### src/rtl/udp_depacketizer_if.sv
// udp_depacketizer_if
//   Bundles the MAC RX byte stream, the sample FIFO write port and the
//   status/counter outputs of udp_depacketizer.
//   slave  : depacketizer view (consumes rx_*, wr_full; drives the rest)
//   master : environment view (drives rx_*, wr_full; observes the rest)
//   rx_data/rx_dval/rx_sop/rx_eop/rx_err : MAC RX byte stream
//   wr_en/wr_data/wr_full                 : sample FIFO write port
//   frame_ok/seq_err/ovf                  : single-cycle status pulses
//   ok_count/drop_count                   : wrapping frame counters
interface udp_depacketizer_if;
  logic [7:0]  rx_data;
  logic        rx_dval;
  logic        rx_sop;
  logic        rx_eop;
  logic        rx_err;
  logic        wr_en;
  logic [31:0] wr_data;
  logic        wr_full;
  logic        frame_ok;
  logic        seq_err;
  logic        ovf;
  logic [15:0] ok_count;
  logic [15:0] drop_count;

  modport slave (
    input  rx_data, rx_dval, rx_sop, rx_eop, rx_err, wr_full,
    output wr_en, wr_data, frame_ok, seq_err, ovf, ok_count, drop_count
  );

  modport master (
    output rx_data, rx_dval, rx_sop, rx_eop, rx_err, wr_full,
    input  wr_en, wr_data, frame_ok, seq_err, ovf, ok_count, drop_count
  );
endinterface

### src/rtl/udp_depacketizer.sv
// udp_depacketizer
//   Filters IPv4/UDP frames addressed to this node from the MAC RX byte
//   stream, checks the 64-bit little-endian frame sequence number and
//   reassembles {I,Q} 32-bit samples into the sample FIFO.
//   clk  : MAC RX clock
//   rst  : synchronous, active-high reset
//   bus  : udp_depacketizer_if.slave (RX stream in, FIFO write + status out)
module udp_depacketizer #(
  parameter logic [47:0] LOCAL_MAC  = 48'h02_12_34_56_78_90,
  parameter logic [31:0] LOCAL_IP   = {8'd192, 8'd168, 8'd50, 8'd50},
  parameter logic [15:0] LOCAL_PORT = 16'd32179
) (
  input  logic                      clk,
  input  logic                      rst,
  udp_depacketizer_if.slave         bus
);

  typedef enum logic [2:0] {IDLE, HDR, SEQ, PAY, DROP} state_t;

  localparam logic [10:0] POS_LAST_HDR = 11'd41;
  localparam logic [10:0] POS_LAST_SEQ = 11'd49;
  localparam logic [10:0] POS_LAST_PAY = 11'd1513;

  state_t      state_q, state_d;
  logic [10:0] pos_q, pos_d;
  logic [63:0] seq_q, seq_d;
  logic [63:0] exp_q, exp_d;
  logic        first_q, first_d;
  logic [23:0] smp_q, smp_d;
  logic        wr_en_q, wr_en_d;
  logic [31:0] wr_data_q, wr_data_d;
  logic        frame_ok_q, frame_ok_d;
  logic        seq_err_q, seq_err_d;
  logic        ovf_q, ovf_d;
  logic [15:0] ok_q, ok_d;
  logic [15:0] drop_q, drop_d;

  // A sop byte is always byte 0 of a header, whatever state we were in.
  state_t      st_eff;
  logic [10:0] pos_eff;
  logic [7:0]  hdr_exp;
  logic        hdr_care;
  logic [2:0]  seq_idx;
  logic [63:0] seq_full;

  always_comb begin
    st_eff  = state_q;
    pos_eff = pos_q;
    if (bus.rx_dval && bus.rx_sop) begin
      st_eff  = HDR;
      pos_eff = '0;
    end
  end

  always_comb begin
    hdr_care = 1'b1;
    hdr_exp  = '0;
    case (pos_eff)
      11'd0:   hdr_exp = LOCAL_MAC[47:40];
      11'd1:   hdr_exp = LOCAL_MAC[39:32];
      11'd2:   hdr_exp = LOCAL_MAC[31:24];
      11'd3:   hdr_exp = LOCAL_MAC[23:16];
      11'd4:   hdr_exp = LOCAL_MAC[15:8];
      11'd5:   hdr_exp = LOCAL_MAC[7:0];
      11'd12:  hdr_exp = 8'h08;
      11'd13:  hdr_exp = 8'h00;
      11'd14:  hdr_exp = 8'h45;
      11'd23:  hdr_exp = 8'h11;
      11'd30:  hdr_exp = LOCAL_IP[31:24];
      11'd31:  hdr_exp = LOCAL_IP[23:16];
      11'd32:  hdr_exp = LOCAL_IP[15:8];
      11'd33:  hdr_exp = LOCAL_IP[7:0];
      11'd36:  hdr_exp = LOCAL_PORT[15:8];
      11'd37:  hdr_exp = LOCAL_PORT[7:0];
      11'd38:  hdr_exp = 8'h05;
      11'd39:  hdr_exp = 8'hC8;
      default: hdr_care = 1'b0;
    endcase
  end

  // Sequence bytes start at 42 (== 2 mod 8), so the byte lane is pos-2.
  assign seq_idx  = pos_eff[2:0] - 3'd2;
  assign seq_full = {bus.rx_data, seq_q[55:0]};

  always_comb begin
    state_d    = state_q;
    pos_d      = pos_q;
    seq_d      = seq_q;
    exp_d      = exp_q;
    first_d    = first_q;
    smp_d      = smp_q;
    wr_en_d    = 1'b0;
    wr_data_d  = wr_data_q;
    frame_ok_d = 1'b0;
    seq_err_d  = 1'b0;
    ovf_d      = 1'b0;
    ok_d       = ok_q;
    drop_d     = drop_q;

    if (bus.rx_dval) begin
      pos_d = pos_eff + 11'd1;
      // Unterminated frame interrupted by a new sop counts as dropped;
      // a sop byte that also ends its own frame can add a second drop.
      if (bus.rx_sop && state_q != IDLE) drop_d = drop_d + 16'd1;

      unique case (st_eff)
        IDLE: begin
          pos_d = pos_q;
        end
        HDR: begin
          if (bus.rx_eop) begin
            drop_d  = drop_d + 16'd1;
            state_d = IDLE;
          end else if (hdr_care && bus.rx_data != hdr_exp) begin
            state_d = DROP;
          end else if (pos_eff == POS_LAST_HDR) begin
            state_d = SEQ;
          end else begin
            state_d = HDR;
          end
        end
        SEQ: begin
          seq_d[{seq_idx, 3'b000} +: 8] = bus.rx_data;
          if (bus.rx_eop) begin
            drop_d  = drop_d + 16'd1;
            state_d = IDLE;
          end else if (pos_eff == POS_LAST_SEQ) begin
            seq_err_d = !first_q && (seq_full != exp_q);
            exp_d     = seq_full + 64'd1;
            first_d   = 1'b0;
            state_d   = PAY;
          end else begin
            state_d = SEQ;
          end
        end
        PAY: begin
          if (pos_eff > POS_LAST_PAY) begin
            if (bus.rx_eop) begin
              drop_d  = drop_d + 16'd1;
              state_d = IDLE;
            end else begin
              state_d = DROP;
            end
          end else begin
            // Payload starts at 50 (== 2 mod 4): lanes 2,3,0 buffer I lo,
            // I hi, Q lo; lane 1 carries Q hi and completes the sample.
            case (pos_eff[1:0])
              2'd2: smp_d[7:0]   = bus.rx_data;
              2'd3: smp_d[15:8]  = bus.rx_data;
              2'd0: smp_d[23:16] = bus.rx_data;
              default: begin
                if (bus.wr_full) begin
                  ovf_d = 1'b1;
                end else begin
                  wr_en_d   = 1'b1;
                  wr_data_d = {smp_q[15:0], bus.rx_data, smp_q[23:16]};
                end
              end
            endcase
            if (bus.rx_eop) begin
              if (pos_eff == POS_LAST_PAY && !bus.rx_err) begin
                frame_ok_d = 1'b1;
                ok_d       = ok_d + 16'd1;
              end else begin
                drop_d = drop_d + 16'd1;
              end
              state_d = IDLE;
            end
          end
        end
        DROP: begin
          if (bus.rx_eop) begin
            drop_d  = drop_d + 16'd1;
            state_d = IDLE;
          end
        end
      endcase
    end
  end

  always_ff @(posedge clk) begin
    if (rst) begin
      state_q    <= IDLE;
      pos_q      <= '0;
      seq_q      <= '0;
      exp_q      <= '0;
      first_q    <= 1'b1;
      smp_q      <= '0;
      wr_en_q    <= 1'b0;
      wr_data_q  <= '0;
      frame_ok_q <= 1'b0;
      seq_err_q  <= 1'b0;
      ovf_q      <= 1'b0;
      ok_q       <= '0;
      drop_q     <= '0;
    end else begin
      state_q    <= state_d;
      pos_q      <= pos_d;
      seq_q      <= seq_d;
      exp_q      <= exp_d;
      first_q    <= first_d;
      smp_q      <= smp_d;
      wr_en_q    <= wr_en_d;
      wr_data_q  <= wr_data_d;
      frame_ok_q <= frame_ok_d;
      seq_err_q  <= seq_err_d;
      ovf_q      <= ovf_d;
      ok_q       <= ok_d;
      drop_q     <= drop_d;
    end
  end

  assign bus.wr_en      = wr_en_q;
  assign bus.wr_data    = wr_data_q;
  assign bus.frame_ok   = frame_ok_q;
  assign bus.seq_err    = seq_err_q;
  assign bus.ovf        = ovf_q;
  assign bus.ok_count   = ok_q;
  assign bus.drop_count = drop_q;

endmodule

### src/flat_wrapper.sv
// flat-port wrapper written by rule: the top's interface ports become plain ports
module udp_depacketizer_flat 
#(
  parameter logic [47:0] LOCAL_MAC  = 48'h02_12_34_56_78_90,
  parameter logic [31:0] LOCAL_IP   = {8'd192, 8'd168, 8'd50, 8'd50},
  parameter logic [15:0] LOCAL_PORT = 16'd32179
)
  (clk, rst, bus_rx_data, bus_rx_dval, bus_rx_sop, bus_rx_eop, bus_rx_err, bus_wr_full, bus_wr_en, bus_wr_data, bus_frame_ok, bus_seq_err, bus_ovf, bus_ok_count, bus_drop_count);
  udp_depacketizer_if bus_i ();
  input  logic clk;
  input  logic rst;
  input wire logic [$bits(bus_i.rx_data)-1:0] bus_rx_data;
  input wire logic [$bits(bus_i.rx_dval)-1:0] bus_rx_dval;
  input wire logic [$bits(bus_i.rx_sop)-1:0] bus_rx_sop;
  input wire logic [$bits(bus_i.rx_eop)-1:0] bus_rx_eop;
  input wire logic [$bits(bus_i.rx_err)-1:0] bus_rx_err;
  input wire logic [$bits(bus_i.wr_full)-1:0] bus_wr_full;
  output wire logic [$bits(bus_i.wr_en)-1:0] bus_wr_en;
  output wire logic [$bits(bus_i.wr_data)-1:0] bus_wr_data;
  output wire logic [$bits(bus_i.frame_ok)-1:0] bus_frame_ok;
  output wire logic [$bits(bus_i.seq_err)-1:0] bus_seq_err;
  output wire logic [$bits(bus_i.ovf)-1:0] bus_ovf;
  output wire logic [$bits(bus_i.ok_count)-1:0] bus_ok_count;
  output wire logic [$bits(bus_i.drop_count)-1:0] bus_drop_count;
  assign bus_i.rx_data = bus_rx_data;
  assign bus_i.rx_dval = bus_rx_dval;
  assign bus_i.rx_sop = bus_rx_sop;
  assign bus_i.rx_eop = bus_rx_eop;
  assign bus_i.rx_err = bus_rx_err;
  assign bus_i.wr_full = bus_wr_full;
  assign bus_wr_en = bus_i.wr_en;
  assign bus_wr_data = bus_i.wr_data;
  assign bus_frame_ok = bus_i.frame_ok;
  assign bus_seq_err = bus_i.seq_err;
  assign bus_ovf = bus_i.ovf;
  assign bus_ok_count = bus_i.ok_count;
  assign bus_drop_count = bus_i.drop_count;
  udp_depacketizer #(.LOCAL_MAC(LOCAL_MAC), .LOCAL_IP(LOCAL_IP), .LOCAL_PORT(LOCAL_PORT)) u_core (.clk(clk), .rst(rst), .bus(bus_i));
endmodule
### config.mk
export PLATFORM = sky130hd
export DESIGN_NAME = udp_depacketizer_flat
export DESIGN_NICKNAME = d
export VERILOG_FILES = /design/src/rtl/udp_depacketizer_if.sv /design/src/rtl/udp_depacketizer.sv /design/src/flat_wrapper.sv
export SDC_FILE = /design/constraint.sdc
export NUM_CORES = 1
export LEC_CHECK = 0
export ABC_AREA = 1
export CAP_MARGIN = 30
export CORE_MARGIN = 5
export CORE_UTILIZATION = 40
export DETAILED_ROUTE_END_ITERATION = 12
export GPL_TIMING_DRIVEN = 0
export PLACE_DENSITY = 0.61
export SLEW_MARGIN = 20
export SYNTH_ARGS = -nofsm -noshare
export SYNTH_HDL_FRONTEND = slang
export SYNTH_SLANG_ARGS = --single-unit
### constraint.sdc
create_clock -name clk -period 4.58 [get_ports clk]
set_clock_uncertainty 0.1 [all_clocks]
set_input_delay 1.374 -clock clk [delete_from_list [all_inputs] [get_ports clk]]
set_output_delay 1.374 -clock clk [all_outputs]
set_load 0.05 [all_outputs]
==> results of run 1 <==
## stage by stage
stage	util, %	hold WS, ps
floorplan	-	328.8
finish	47.10	364.8
global placement	44.24	336.8
CTS	47.07	365.8
detailed placement	44.24	350.4
global route	47.10	385.6
## synth_stat cells, drive strengths merged
| library cell | count |
|---|---|
| nor2 | 239 |
| or2 | 7 |
| a2111o | 1 |
| a211oi | 23 |
| a2111oi | 1 |
| o211ai | 8 |
| xor2 | 105 |
| nor4 | 27 |
| or3 | 1 |
| buf | 34 |
| xnor2 | 16 |
| inv | 216 |
| a22oi | 3 |
| nor3 | 104 |
| and3 | 1 |
| o21a | 3 |
| nand3b | 5 |
| nand3 | 114 |
| o22ai | 1 |
| a31oi | 16 |
| a2bb2oi | 1 |
| dfxtp | 227 |
| a41oi | 2 |
| clkbuf | 52 |
| o21bai | 3 |
| nor3b | 3 |
| nand4 | 45 |
| and2 | 2 |
| a21oi | 133 |
| o21ai | 161 |
| o31ai | 1 |
| nand2 | 408 |
| ha | 13 |
| clkinv | 1 |
## worst paths after layout
check,start,to,slack (ps),cells after the start
worst max-delay path,bus_rx_dval,u_core.bus.wr_data[6],250,16
worst max register to register,u_core.pos_q[0],u_core.bus.wr_data[6],1530,13
worst min-delay path,u_core.smp_q[1],u_core.smp_q[1],360,2
worst min register to register,u_core.smp_q[1],u_core.smp_q[1],360,2
## layer usage
metal  GRT usage (%)  up-vias  share of wire [%]
li1                -     6741                  -
met1           31.36     6289                 46
met2           36.09      433                 44
met3           3.688       73                6.8
met4           6.216        0                2.6
met5               0        -                  0
## kinds of logic after synthesis
| group | synth area share [%] |
|---|---|
| buffers and inverters | 9.234 |
| and+or+nand+nor | 33.36 |
| DFF | 33.74 |
| AOI/OAI and AO/OA | 14.45 |
| adders and majority gates | 1.208 |
| xor gates and xnor gates | 8.007 |
## cells in the final DEF (no fill, tap or decap), drive strengths merged
cell type | netlist | final
xnor2 | 16 | 16
a211oi | 23 | 23
nand2 | 408 | 408
a2111o | 1 | 1
nor4 | 27 | 27
a31oi | 16 | 16
a41oi | 2 | 2
o211ai | 8 | 8
a22oi | 3 | 3
nor3 | 104 | 104
a2bb2oi | 1 | 1
inv | 216 | 215
buf | 34 | 35
nand3b | 5 | 5
a21oi | 133 | 133
clkinvlp | 0 | 3
nand3 | 114 | 114
clkinv | 1 | 7
xor2 | 105 | 105
clkdlybuf4s50 | 0 | 73
nand4 | 45 | 45
bufinv | 0 | 4
and2 | 2 | 2
o21bai | 3 | 3
clkbuf | 52 | 88
nor2 | 239 | 239
o22ai | 1 | 1
ha | 13 | 13
or3 | 1 | 1
or2 | 7 | 7
nor3b | 3 | 3
a2111oi | 1 | 1
o21a | 3 | 3
dfxtp | 227 | 227
o21ai | 161 | 161
and3 | 1 | 1
o31ai | 1 | 1
## worst min-delay path: cells and delay by family (launching register included)
| family | cells | cell delay (ps) |
|---|---|---|
| flip-flops | 1 | 310 |
| AND/OR/NAND/NOR | 1 | 60 |
| AO/OA/AOI/OAI | 1 | 50 |
## power breakdown
group	total, mW	switching (mW)	internal, mW
clock	2.31	0.892	1.41
sequential	2.01	0.0236	1.99
combinational	0.489	0.360	0.129
## area by class of cell
| type | count | area [µm²] |
|---|---|---|
| multi-input cells | 1447 | 7681 |
| inverters | 217 | 823.3 |
| clock buffers | 37 | 783.3 |
| clock inverters | 12 | 165.2 |
| fillers | 3503 | 17650 |
| well taps | 448 | 560.5 |
| flip-flops and latches | 227 | 4544 |
| plain buffers | 85 | 420.4 |
| repair buffers | 74 | 738.2 |
## state kept, by name, indices dropped and copies added, names as in the netlist
name / flops
u_core.exp_q: 64
u_core.seq_q: 56
u_core.bus.wr_data: 32
u_core.smp_q: 24
u_core.bus.drop_count: 16
u_core.bus.ok_count: 16
u_core.pos_q: 11
u_core.state_q: 3
u_core.bus.frame_ok: 1
u_core.bus.ovf: 1
u_core.bus.seq_err: 1
u_core.bus.wr_en: 1
u_core.first_q: 1
## what timing repair did
item                       CTS  global route
hold buffers                 0             0
setup endpoints to repair    1            33
resized for setup            0             1
pin swaps                    0             1
buffers inserted             0             1
==> results_dict.tcl, run 1 <==
set metrics [dict create \
    p_leak_nw 6.519 \
    synth_seq_cells 227 \
    clock_sinks 227 \
    vias 13540 \
    fmax_mhz 230.9 \
    detailedPlace.worstSlack_ps -533.5 \
    drt_iter0_drc 1042 \
    finalWorstSetupSlack_ps 248.2 \
    drc 0 \
    syn_inst 1977 \
    layout_min_cycle_time_ps 4332 \
    ys_seq_area_share_pct 33.74 \
    slowest_delay_ps 500 \
    routed_wl_um 43760 \
    design_area_um2 15720 \
    start_util_pct 40.37 \
    p_total_mw 4.809 \
    routabilityCongestion 0.9616 \
    numCtsBuffers 27 \
    worst_setup_path_end_kind "flip-flop" \
    setup_violations 0 \
    tightest_slew_ps 869.8 \
    rsz0062_at_grt "false" \
    wire_per_inst_um 17.18 \
    htree_levels 1 \
    powerDensity_nw_per_um2 306.0 \
    cts_root_buffer "clkbuf_16" \
    placedCellCount 2498 \
    peakVddDrop_v 0.0002442 \
    grt_max_degree 14 \
    hold_viol_final 0 \
    final_layout_size_suffix_gt1_share_pct 8.528 \
    grt_pass1_wl_um 70170 \
    yosys.area.top_type "dfxtp_1" \
    avgSynthCellArea_um2 6.813 \
    max-slew-margin-rel_pct 41.48 \
    crit_required_ps 4950 \
    crit_type "input pin to flip-flop" \
    critPathBufInv 5 \
    synth_area_leaders "dfxtp_1, nand2_1, xor2_1" \
    grt-ovfl-total 0 \
    maxCapViolCount 0 \
    clock_latency_ps 550 \
    synthesis.nets 2005 \
    cp_cell_sequence "clkdlybuf4s50_1 -> nand2_2 -> buf_6 -> nand2_1 -> clkinvlp_4 -> ha_1 -> nand3_1 -> nor2_1 -> a21oi_1 -> nand2_2 -> nand2_1 -> nor4_4 -> buf_4 -> buf_2 -> o21ai_0 -> nor2_1" \
    vias_per_cell 5.314 \
    placed_cell_area_um2 14760 \
    antenna_found_initial 0 \
    startpoint_type "input pin" \
    period_share_pct 94.58 \
    arrival_ps 4700 \
    diodes 0 \
    die_w_um 193.5 \
    cts_tree "done" \
    postRouteAntennaNets 0 \
    clockBufferDepth 3 \
    ios 83 \
    synth_top_area_share_pct 33.74 \
    finalMaxSlewViolations 0 \
    slowest_stage "clkdlybuf4s50_1" \
    place_hpwl_um 32920 \
    groute.usage.overall_pct 22.47 \
    die_height_um 193.5 \
    syn_area_um2 13470 \
    syn2layout_area_growth_pct 16.68 \
    yosysWarnings 0 \
    path_max_fanout 13 \
    hp-class "flip-flop to flip-flop" \
    rows 67 \
    tns_ps 0 \
    drt_first_pass_iters 6 \
    status "finished, final reports clean" \
    ys_types 58 \
    grt_pass1_vias 13000 \
    path_delay_family "simple AND/OR/NAND/NOR gates" \
    path_clk_slew_ps 60 \
    coreArea_um2 33360 \
    die-area_um2 37440 \
    fin_nets 2107 \
    final_cells 2547 \
    portBuffers 73 \
]
Note: power is estimated with default switching activity, not from simulation.
==> inputs of run 2 (changes only) <==
Settings changed: ABC_CLOCK_PERIOD_IN_PS set to 4580.
==> results of run 2 <==
Final layout, timing and power as in run 1 (identical DEF).
==> inputs of run 3 (changes only) <==
Settings changed: CORE_MARGIN 5 to 1, SKIP_LAST_GASP set to 1.
==> run 3 against run 2 <==
Setup slack better by 57 ps. Routed wire length is 0.18% higher. Final area rose by 0.38%. Clock power increased by 6%. Largest cell class unchanged.
==> results_dict.tcl, run 3 (synthesized netlist as in run 1, its figures left out) <==
set metrics [dict create \
    status "finished, final reports clean" \
    arrival_ps 4600 \
    antenna_found_initial 1 \
    wire_per_inst_um 17.24 \
    critPathBufInv 6 \
    diodes 0 \
    rsz0062_at_grt "false" \
    placed_cell_area_um2 14750 \
    fmax_mhz 233.9 \
    multi_input_area_um2 7681 \
    p_leak_nw 6.550 \
    post_cts_buffers 0 \
    tightest_slew_ps 907.7 \
    postRouteAntennaNets 0 \
    start_util_pct 40.98 \
    portBuffers 73 \
    largest_reg_flops 64 \
    placedCellCount 2492 \
    finalMaxSlewViolations 0 \
    slowest_stage "clkdlybuf4s50_1" \
    vias_per_cell 5.373 \
    seqCellArea_um2 4544 \
    cts_root_buffer "clkbuf_16" \
    worst_setup_path_end_kind "flip-flop" \
    grt_pass1_wl_um 68660 \
    numCtsBuffers 28 \
    clock_sinks 227 \
    path_clk_slew_ps 60 \
    regMostFlops "u_core.exp_q" \
    coreArea_um2 32870 \
    die-area_um2 34410 \
    die_w_um 185.5 \
    cts_tree "done" \
    design_area_um2 15780 \
    vias 13660 \
    setup_violations 0 \
    crit_type "input pin to flip-flop" \
    ios 83 \
    peakVddDrop_v 0.0002676 \
    drc 0 \
    path_delay_family "buffers and inverters" \
    rows 66 \
    crit_top_cell "nand2_1" \
    path_max_fanout 10 \
    routed_wl_um 43830 \
    hp-class "flip-flop to flip-flop" \
    max-slew-margin-rel_pct 38.93 \
    clock_latency_ps 560 \
    drt_iter0_drc 1146 \
    drt_first_pass_iters 6 \
    fillers 3492 \
    routabilityCongestion 0.9166 \
    final_common_cell "nand2_1" \
    die_height_um 185.5 \
    crit_required_ps 4900 \
    final_cell_mix "nand2_1, dfxtp_1, nor2_1" \
    grt_pass1_vias 12870 \
    grt-ovfl-total 0 \
    place_hpwl_um 32720 \
    powerDensity_nw_per_um2 314.0 \
    syn2layout_area_growth_pct 17.13 \
    cp_cell_sequence "clkdlybuf4s50_1 -> nand2_2 -> buf_6 -> buf_6 -> nand2_1 -> inv_1 -> ha_1 -> ha_1 -> nand2_1 -> inv_1 -> nand2_1 -> clkbuf_1 -> o21ai_0 -> nor2_1" \
    fin_nets 2107 \
    final_cells 2542 \
    maxCapViolCount 0 \
    period_share_pct 93.35 \
    layout_min_cycle_time_ps 4275 \
    htree_levels 1 \
    startpoint_type "input pin" \
    hold_viol_final 0 \
    clockBufferDepth 3 \
    groute.usage.overall_pct 25.37 \
    grt_max_degree 14 \
    slowest_delay_ps 560 \
    final_layout_size_suffix_gt1_share_pct 8.524 \
]
run 3: changes by cell type in the layout (fill, tap and decap cells not counted), sizes merged:
cell      change
clkbuf        +3
clkinvlp      -1
bufinv        +1
clkinv        -1
buf           -1
run 3: worst paths after layout:
check	startpoint	to	slack (ps)	cells past startpoint
hold reg to reg	u_core.first_q	u_core.first_q	360	2
setup / recovery	bus_rx_dval	u_core.seq_q[14]	300	14
hold / removal	u_core.first_q	u_core.first_q	360	2
setup reg to reg	u_core.pos_q[0]	u_core.state_q[2]	1630	18
run 3: final cells by class:
cell class / count / share of cell area (%)
clock buffer: 40 / 5.306
timing repair buffer: 73 / 4.632
buffer: 85 / 2.665
sequential: 227 / 28.80
clock inverter: 11 / 1.182
multi-input combinational: 1447 / 48.69
inverter: 217 / 5.218
tap: 442 / 3.505
run 3: metal layers:
layer	part of all wire, %	global-route usage [%]
met5	0.025	0
met4	3.4	9.058
met1	45	34.26
met3	7.8	4.324
met2	44	40.46
run 3: power breakdown:
group          leakage, nW  switching [mW]  internal (mW)
combinational         4.22           0.363          0.129
sequential            1.83          0.0229           1.99
clock                0.503           0.905           1.54
total                 6.55            1.29           3.66
run 3: repair_timing:
action	in CTS	in global routing
hold buffers	0	0
endpoints found under the setup margin	0	95
gates resized for setup	0	1
run 3: worst reg2reg max path: cells and delay by family, from the launching register on:
family	cells	cell delay [ps]
compound gates	1	50
fa+ha+maj	1	380
buf+inv	2	400
flops	1	320
simple gates	14	1570
run 3: metrics by stage:
stage          setup TNS, ps  hold slack [ps]  power, mW  utilization [%]  setup slack (ps)
2_1_floorplan              0            328.8      2.380                -             862.5
4_1_cts                    0            363.3      4.977            48.00             101.4
5_1_grt                    0            381.6      5.100            48.00             70.03
3_5_place_dp          -46560            350.0      2.537            44.89            -466.5
6_report                   0            361.5      4.953            48.00             304.7
3_3_place_gp          -45470            337.5      2.535            44.89            -465.6
==> RTL edit 1, RTL diff (settings of run 2) <==
Re-encode `state_t` (5 states) as one-hot, 5 bits wide.
--- a/src/rtl/udp_depacketizer.sv
+++ b/src/rtl/udp_depacketizer.sv
@@ -17,3 +17,3 @@
 
-  typedef enum logic [2:0] {IDLE, HDR, SEQ, PAY, DROP} state_t;
+  typedef enum logic [4:0] {IDLE = 5'b00001, HDR = 5'b00010, SEQ = 5'b00100, PAY = 5'b01000, DROP = 5'b10000} state_t;
 
Check against the original RTL: same outputs for any inputs over 4 cycles, from zero or initial values and one cycle with rst high; so few cycles prove little.
==> RTL edit 1 against run 2 <==
Routed wire length up 10%; synthesized cell count decreased by 0.91%; die area down 0.12%; sequential cell count up 2; setup slack lost 0.044 ns; power fell by 2.9%; cell area rose by 0.62%; area after synthesis decreased by 0.13%; utilization increased by 0.29 points; maximum frequency down 1.0%.
==> RTL edit 1: results (changes against run 2) <==
| Metric | Value |
|---|---|
| Share of cells above drive strength 1 | 0.0833 (was 0.0853) |
| Post-synth cell types | 55 (was 58) |
| Vias | 13483 (was 13536) |
| Max incr delay on CP | 0.61 ns (was 0.50 ns) |
| Initial DRC Count | 935 (was 1042) |
| WL met2 | 21.7 mm (was 19.4 mm) |
| Static leakage | 6.05 nW (was 6.52 nW) |
| CP max FO | 10 (was 13) |
| Slew margin rel. | 0.301 (was 0.415) |
| Aggregate global-route resource usage | 0.249 (was 0.225) |
| GR Layer Usage met2 | 0.411 (was 0.361) |
| Initial antenna violation count | 1 (was 0) |
| M3 GR Usage | 0.0324 (was 0.0369) |
| Worst VDD drop | 0.250 mV (was 0.244 mV) |
| Main area contributors after synthesis | dfxtp_1 34%, nand2_1 8.8%, inv_1 6.7% (was dfxtp_1 34%, nand2_1 11%, xor2_1 6.8%) |
| Syn_nets | 1987 (was 2005) |
| Global Route met1 Usage | 0.336 (was 0.314) |
| Seq/Total Area, Yosys | 0.341 (was 0.337) |
| Reg-to-reg endpoint | u_core.bus.ok_count[12]$_SDFFE_PP0P_ (was u_core.bus.wr_data[6]$_SDFFE_PP0P_) |
| DRT Pass-1 Iters | 5 (was 6) |
| Status | finished clean (unchanged) |
| M1 WL | 21.8 mm (was 20.3 mm) |
| Critical Path AT | 4.72 ns (was 4.70 ns) |
| WL met3 | 2.87 mm (was 2.99 mm) |
| Worst Hold End | u_core.bus.wr_data[9]$_SDFFE_PP0P_ (was u_core.smp_q[1]$_SDFFE_PP0P_) |
| Synth cell count leaders | 317 x nand2_1, 239 x inv_1, 229 x dfxtp_1 (was 389 x nand2_1, 227 x dfxtp_1, 211 x nor2_1) |
## RTL edit 1: cell count changes after synthesis, moves of 10 or more
cell      delta
nand2_1     -72
xor2_1      -13
a211oi_1    -10
a21oi_1     +22
nor3_1      -26
inv_1       +36
xnor2_1     +14
nand3_1     +21
o21ai_0     +30
## RTL edit 1: logic make-up after synthesis
kind of cell | after synthesis | synth area share
simple gates | 862 | 0.304
flops | 229 | 0.341
xor+xnor | 121 | 0.0788
buf+inv | 331 | 0.103
compound gates | 403 | 0.162
fa+ha+maj | 13 | 0.0121
## RTL edit 1: worst register-to-register path, cell delays in order, from the launching register on
cell and delay, ns:
dfxtp_1 0.33, nand2_1 0.20, inv_4 0.28, ha_2 0.31, inv_1 0.17, nor3_4 0.25
nand2_1 0.09, nor2_2 0.18, nor2_1 0.08, nand2_2 0.11, nand2_4 0.09, nor2_4 0.19
nand3_1 0.18, nor2_2 0.21, a21oi_1 0.09, o21a_1 0.14
## RTL edit 1: what timing repair did
item	CTS	global route
endpoints found under the hold margin	0	0
hold buffers	0	0
endpoints found under the setup margin	82	87
gates cloned	0	0
resized for setup	1	14
## RTL edit 1: through the flow
| stage | cell area [um2] | cells | power [mW] | worst slack (ns) |
|---|---|---|---|---|
| 5_1_grt | 15800 | 2536 | 4.82 | -0.0327 |
| 3_3_place_gp | 14800 | 2487 | 2.40 | -1.00 |
| 3_5_place_dp | 14800 | 2489 | 2.40 | -1.03 |
| 2_1_floorplan | 13500 | 1959 | 2.27 | 0.636 |
| 4_1_cts | 15800 | 2536 | 4.71 | 0.00559 |
| 6_report | 15800 | 2537 | 4.67 | 0.204 |
## RTL edit 1: power by group
part | internal, mW | leakage, nW | switching [mW]
combinational | 0.0925 | 3.75 | 0.254
clock | 1.39 | 0.452 | 0.912
sequential | 2.00 | 1.85 | 0.0177
## RTL edit 1: final cells by class
class                      count  area [um2]  area share
clock inverter                12         185      0.0117
clock buffer                  36         759      0.0480
tap                          448         561      0.0354
timing repair buffer          82         823      0.0521
sequential                   229        4580       0.290
buffer                        77         427      0.0270
multi-input combinational   1399        7520       0.475
antenna                        1        2.50    0.000158
inverter                     253         955      0.0604
## RTL edit 1: worst max-delay path by stage
stage,start,end,slack (ns),cells past startpoint
6_report,bus_rx_dval,u_core.bus.ok_count[12]$_SDFFE_PP0P_,0.20,18
5_1_grt,bus_rx_dval,u_core.bus.ok_count[6]$_SDFFE_PP0P_,-0.03,15
4_1_cts,bus_rx_sop,u_core.smp_q[8]$_SDFFE_PP0P_,0.006,18
3_5_place_dp,bus_rx_sop,u_core.smp_q[8]$_SDFFE_PP0P_,-1.03,18
3_3_place_gp,bus_rx_sop,u_core.smp_q[8]$_SDFFE_PP0P_,-1.00,18
2_1_floorplan,bus_rx_sop,u_core.bus.ok_count[14]$_SDFFE_PP0P_,0.64,18
==> RTL edit 2, RTL diff (flow settings as in run 2) <==
Made on the original files. `LOCAL_PORT` is set to 16'd32179 in 2 places; all go to 16'd16384.
--- a/src/rtl/udp_depacketizer.sv
+++ b/src/rtl/udp_depacketizer.sv
@@ -10,3 +10,3 @@
   parameter logic [31:0] LOCAL_IP   = {8'd192, 8'd168, 8'd50, 8'd50},
-  parameter logic [15:0] LOCAL_PORT = 16'd32179
+  parameter logic [15:0] LOCAL_PORT = 16'd16384
 ) (
--- a/src/flat_wrapper.sv
+++ b/src/flat_wrapper.sv
@@ -5,3 +5,3 @@
   parameter logic [31:0] LOCAL_IP   = {8'd192, 8'd168, 8'd50, 8'd50},
-  parameter logic [15:0] LOCAL_PORT = 16'd32179
+  parameter logic [15:0] LOCAL_PORT = 16'd16384
 )
Behaviour: same outputs for any inputs over 4 cycles, from zero or initial values and one cycle with rst high; that may be too few to reach the edited logic, so the function may still have changed.
==> RTL edit 2 against run 2 <==
Global-route usage increased by 2.0 points; area after synthesis decreased by 2.0%; setup slack got worse by 0.11 ns; power decreased by 2.9%; sequential cell count unchanged; first-iteration DRC count increased by 11%; cell area decreased by 1.2%; synthesized cell count decreased by 1.9%; count of clock-buffer cells in the layout decreased by 3; routed wire length increased by 4.6%; critical path type unchanged; critical endpoint is now u_core.seq_q[27]$_SDFFE_PP0P_.
==> RTL edit 2: results (changes against run 2) <==
| Metric | Value |
|---|---|
| Status | finished clean (unchanged) |
| Critical path's top delay family | buffers and inverters (was simple AND/OR/NAND/NOR gates) |
| Logic inverters | 227 (was 217) |
| First-pass GRT wire length | 71.2 mm (was 70.2 mm) |
| Post-Synth XOR/XNOR Area | 0.0823 (was 0.0801) |
| CP max FO | 10 (was 13) |
| Main area contributors after synthesis | dfxtp_1 34%, nand2_1 10%, a21oi_1 6.8% (was dfxtp_1 34%, nand2_1 11%, xor2_1 6.8%) |
| Vias in the first global route | 12587 (was 13000) |
| Multi-input combinational cell count | 1404 (was 1447) |
| Mapped Cells | 1939 (was 1977) |
| Aggregate global-route resource usage | 0.244 (was 0.225) |
| Seq/Total Area, Yosys | 0.344 (was 0.337) |
| Core Area | 32500 um2 (was 33400 um2) |
| Max incr delay on CP | 0.54 ns (was 0.50 ns) |
| Syn_nets | 1967 (was 2005) |
| Input/output buffers | 80 (was 73) |
| Slew margin rel. | 0.342 (was 0.415) |
| DP Worst Slack | -0.633 ns (was -0.534 ns) |
| Post-cts gate resize count | 0 (unchanged) |
| Non-clock buffering overhead | 0.0759 (was 0.0737) |
| Synth cell count leaders | 365 x nand2_1, 227 x dfxtp_1, 211 x inv_1 (was 389 x nand2_1, 227 x dfxtp_1, 211 x nor2_1) |
| Routed WL | 45.8 mm (was 43.8 mm) |
| GP Congestion | 0.918 (was 0.962) |
| Post-synth cell types | 55 (was 58) |
| Sw Ratio | 0.266 (was 0.265) |
| Worst VDD drop | 0.328 mV (was 0.244 mV) |
| Static leakage | 6.11 nW (was 6.52 nW) |
| Fillers | 3405 (was 3503) |
| Initial DRC Count | 1159 (was 1042) |
| Share of cells above drive strength 1 | 0.0715 (was 0.0853) |
| Largest register FFs | 64 (unchanged) |
| Placed Cells | 2461 (was 2498) |
| Wire per inst | 18.2 um (was 17.2 um) |
| Logic pwr share | 0.090 (was 0.102) |
| Clock buf/inv share | 0.0594 (was 0.0603) |
| Vias/cell | 5.37 (was 5.31) |
| Synth Area in Adders | 0.0123 (was 0.0121) |
| Nets | 2078 (was 2107) |
| DRT Pass-1 Iters | 5 (was 6) |
| Antenna Cells | 0 (unchanged) |
| Yosys Warn Count | 0 (unchanged) |
| Compound-Gate Fraction of Synth Area | 0.161 (was 0.145) |
| Clk_buf instances | 34 (was 37) |
| Root buffer cell | clkbuf_16 (unchanged) |
| Non-clk bufs | 163 (was 159) |
| Multi-input gate share of the layout cell area | 0.481 (was 0.489) |
| Number of post-CTS setup repair buffers | 1 (was 0) |
| DP HPWL | 34.3 mm (was 32.9 mm) |
==> RTL edit 2: cell types whose count changed in the layout (fill, tap and decap cells not counted), sizes merged, moves of 9 or more <==
cell and change:
xor2 -9, nor3 -42, inv +12, nor2 -40, a22oi +10, nand3 +30, buf -11, o21ai -22
xnor2 +12, nand2 -33, a21oi +50
==> RTL edit 2: stage by stage <==
step / hold slack, ns / util / instance area [um2]
6_report: 0.345 / 0.477 / 15500
3_5_place_dp: 0.337 / 0.447 / 14600
5_1_grt: 0.365 / 0.477 / 15500
2_1_floorplan: 0.300 / - / 13200
3_3_place_gp: 0.335 / 0.447 / 14600
4_1_cts: 0.347 / 0.476 / 15500
==> RTL edit 2: per-layer routing <==
metal  vias up  track usage  routed length [um]
met2       500        0.375               19600
li1       6681            -                   -
met4         0       0.0743                1400
met5         -            0                   0
met3        89       0.0393                3490
met1      6229        0.353               21300
==> RTL edit 2: power by group through the flow <==
stage	sequential [mW]	clock, mW	combinational [mW]
2_1_floorplan	2.08	0	0.227
3_3_place_gp	2.05	0	0.406
3_5_place_dp	2.05	0	0.409
4_1_cts	2.01	2.28	0.411
5_1_grt	2.01	2.35	0.454
6_report	2.01	2.24	0.422
==> RTL edit 2: final timing paths <==
| kind | start | to | slack [ns] | cells past startpoint |
|---|---|---|---|---|
| max | bus_rx_sop | u_core.seq_q[27]$_SDFFE_PP0P_ | 0.14 | 14 |
| max reg2reg | u_core.pos_q[0]$_SDFFE_PP0P_ | u_core.bus.seq_err$_SDFF_PP0_ | 1.42 | 13 |
| min reg2reg | u_core.smp_q[22]$_SDFFE_PP0P_ | u_core.smp_q[22]$_SDFFE_PP0P_ | 0.35 | 2 |
| min | u_core.smp_q[22]$_SDFFE_PP0P_ | u_core.smp_q[22]$_SDFFE_PP0P_ | 0.35 | 2 |
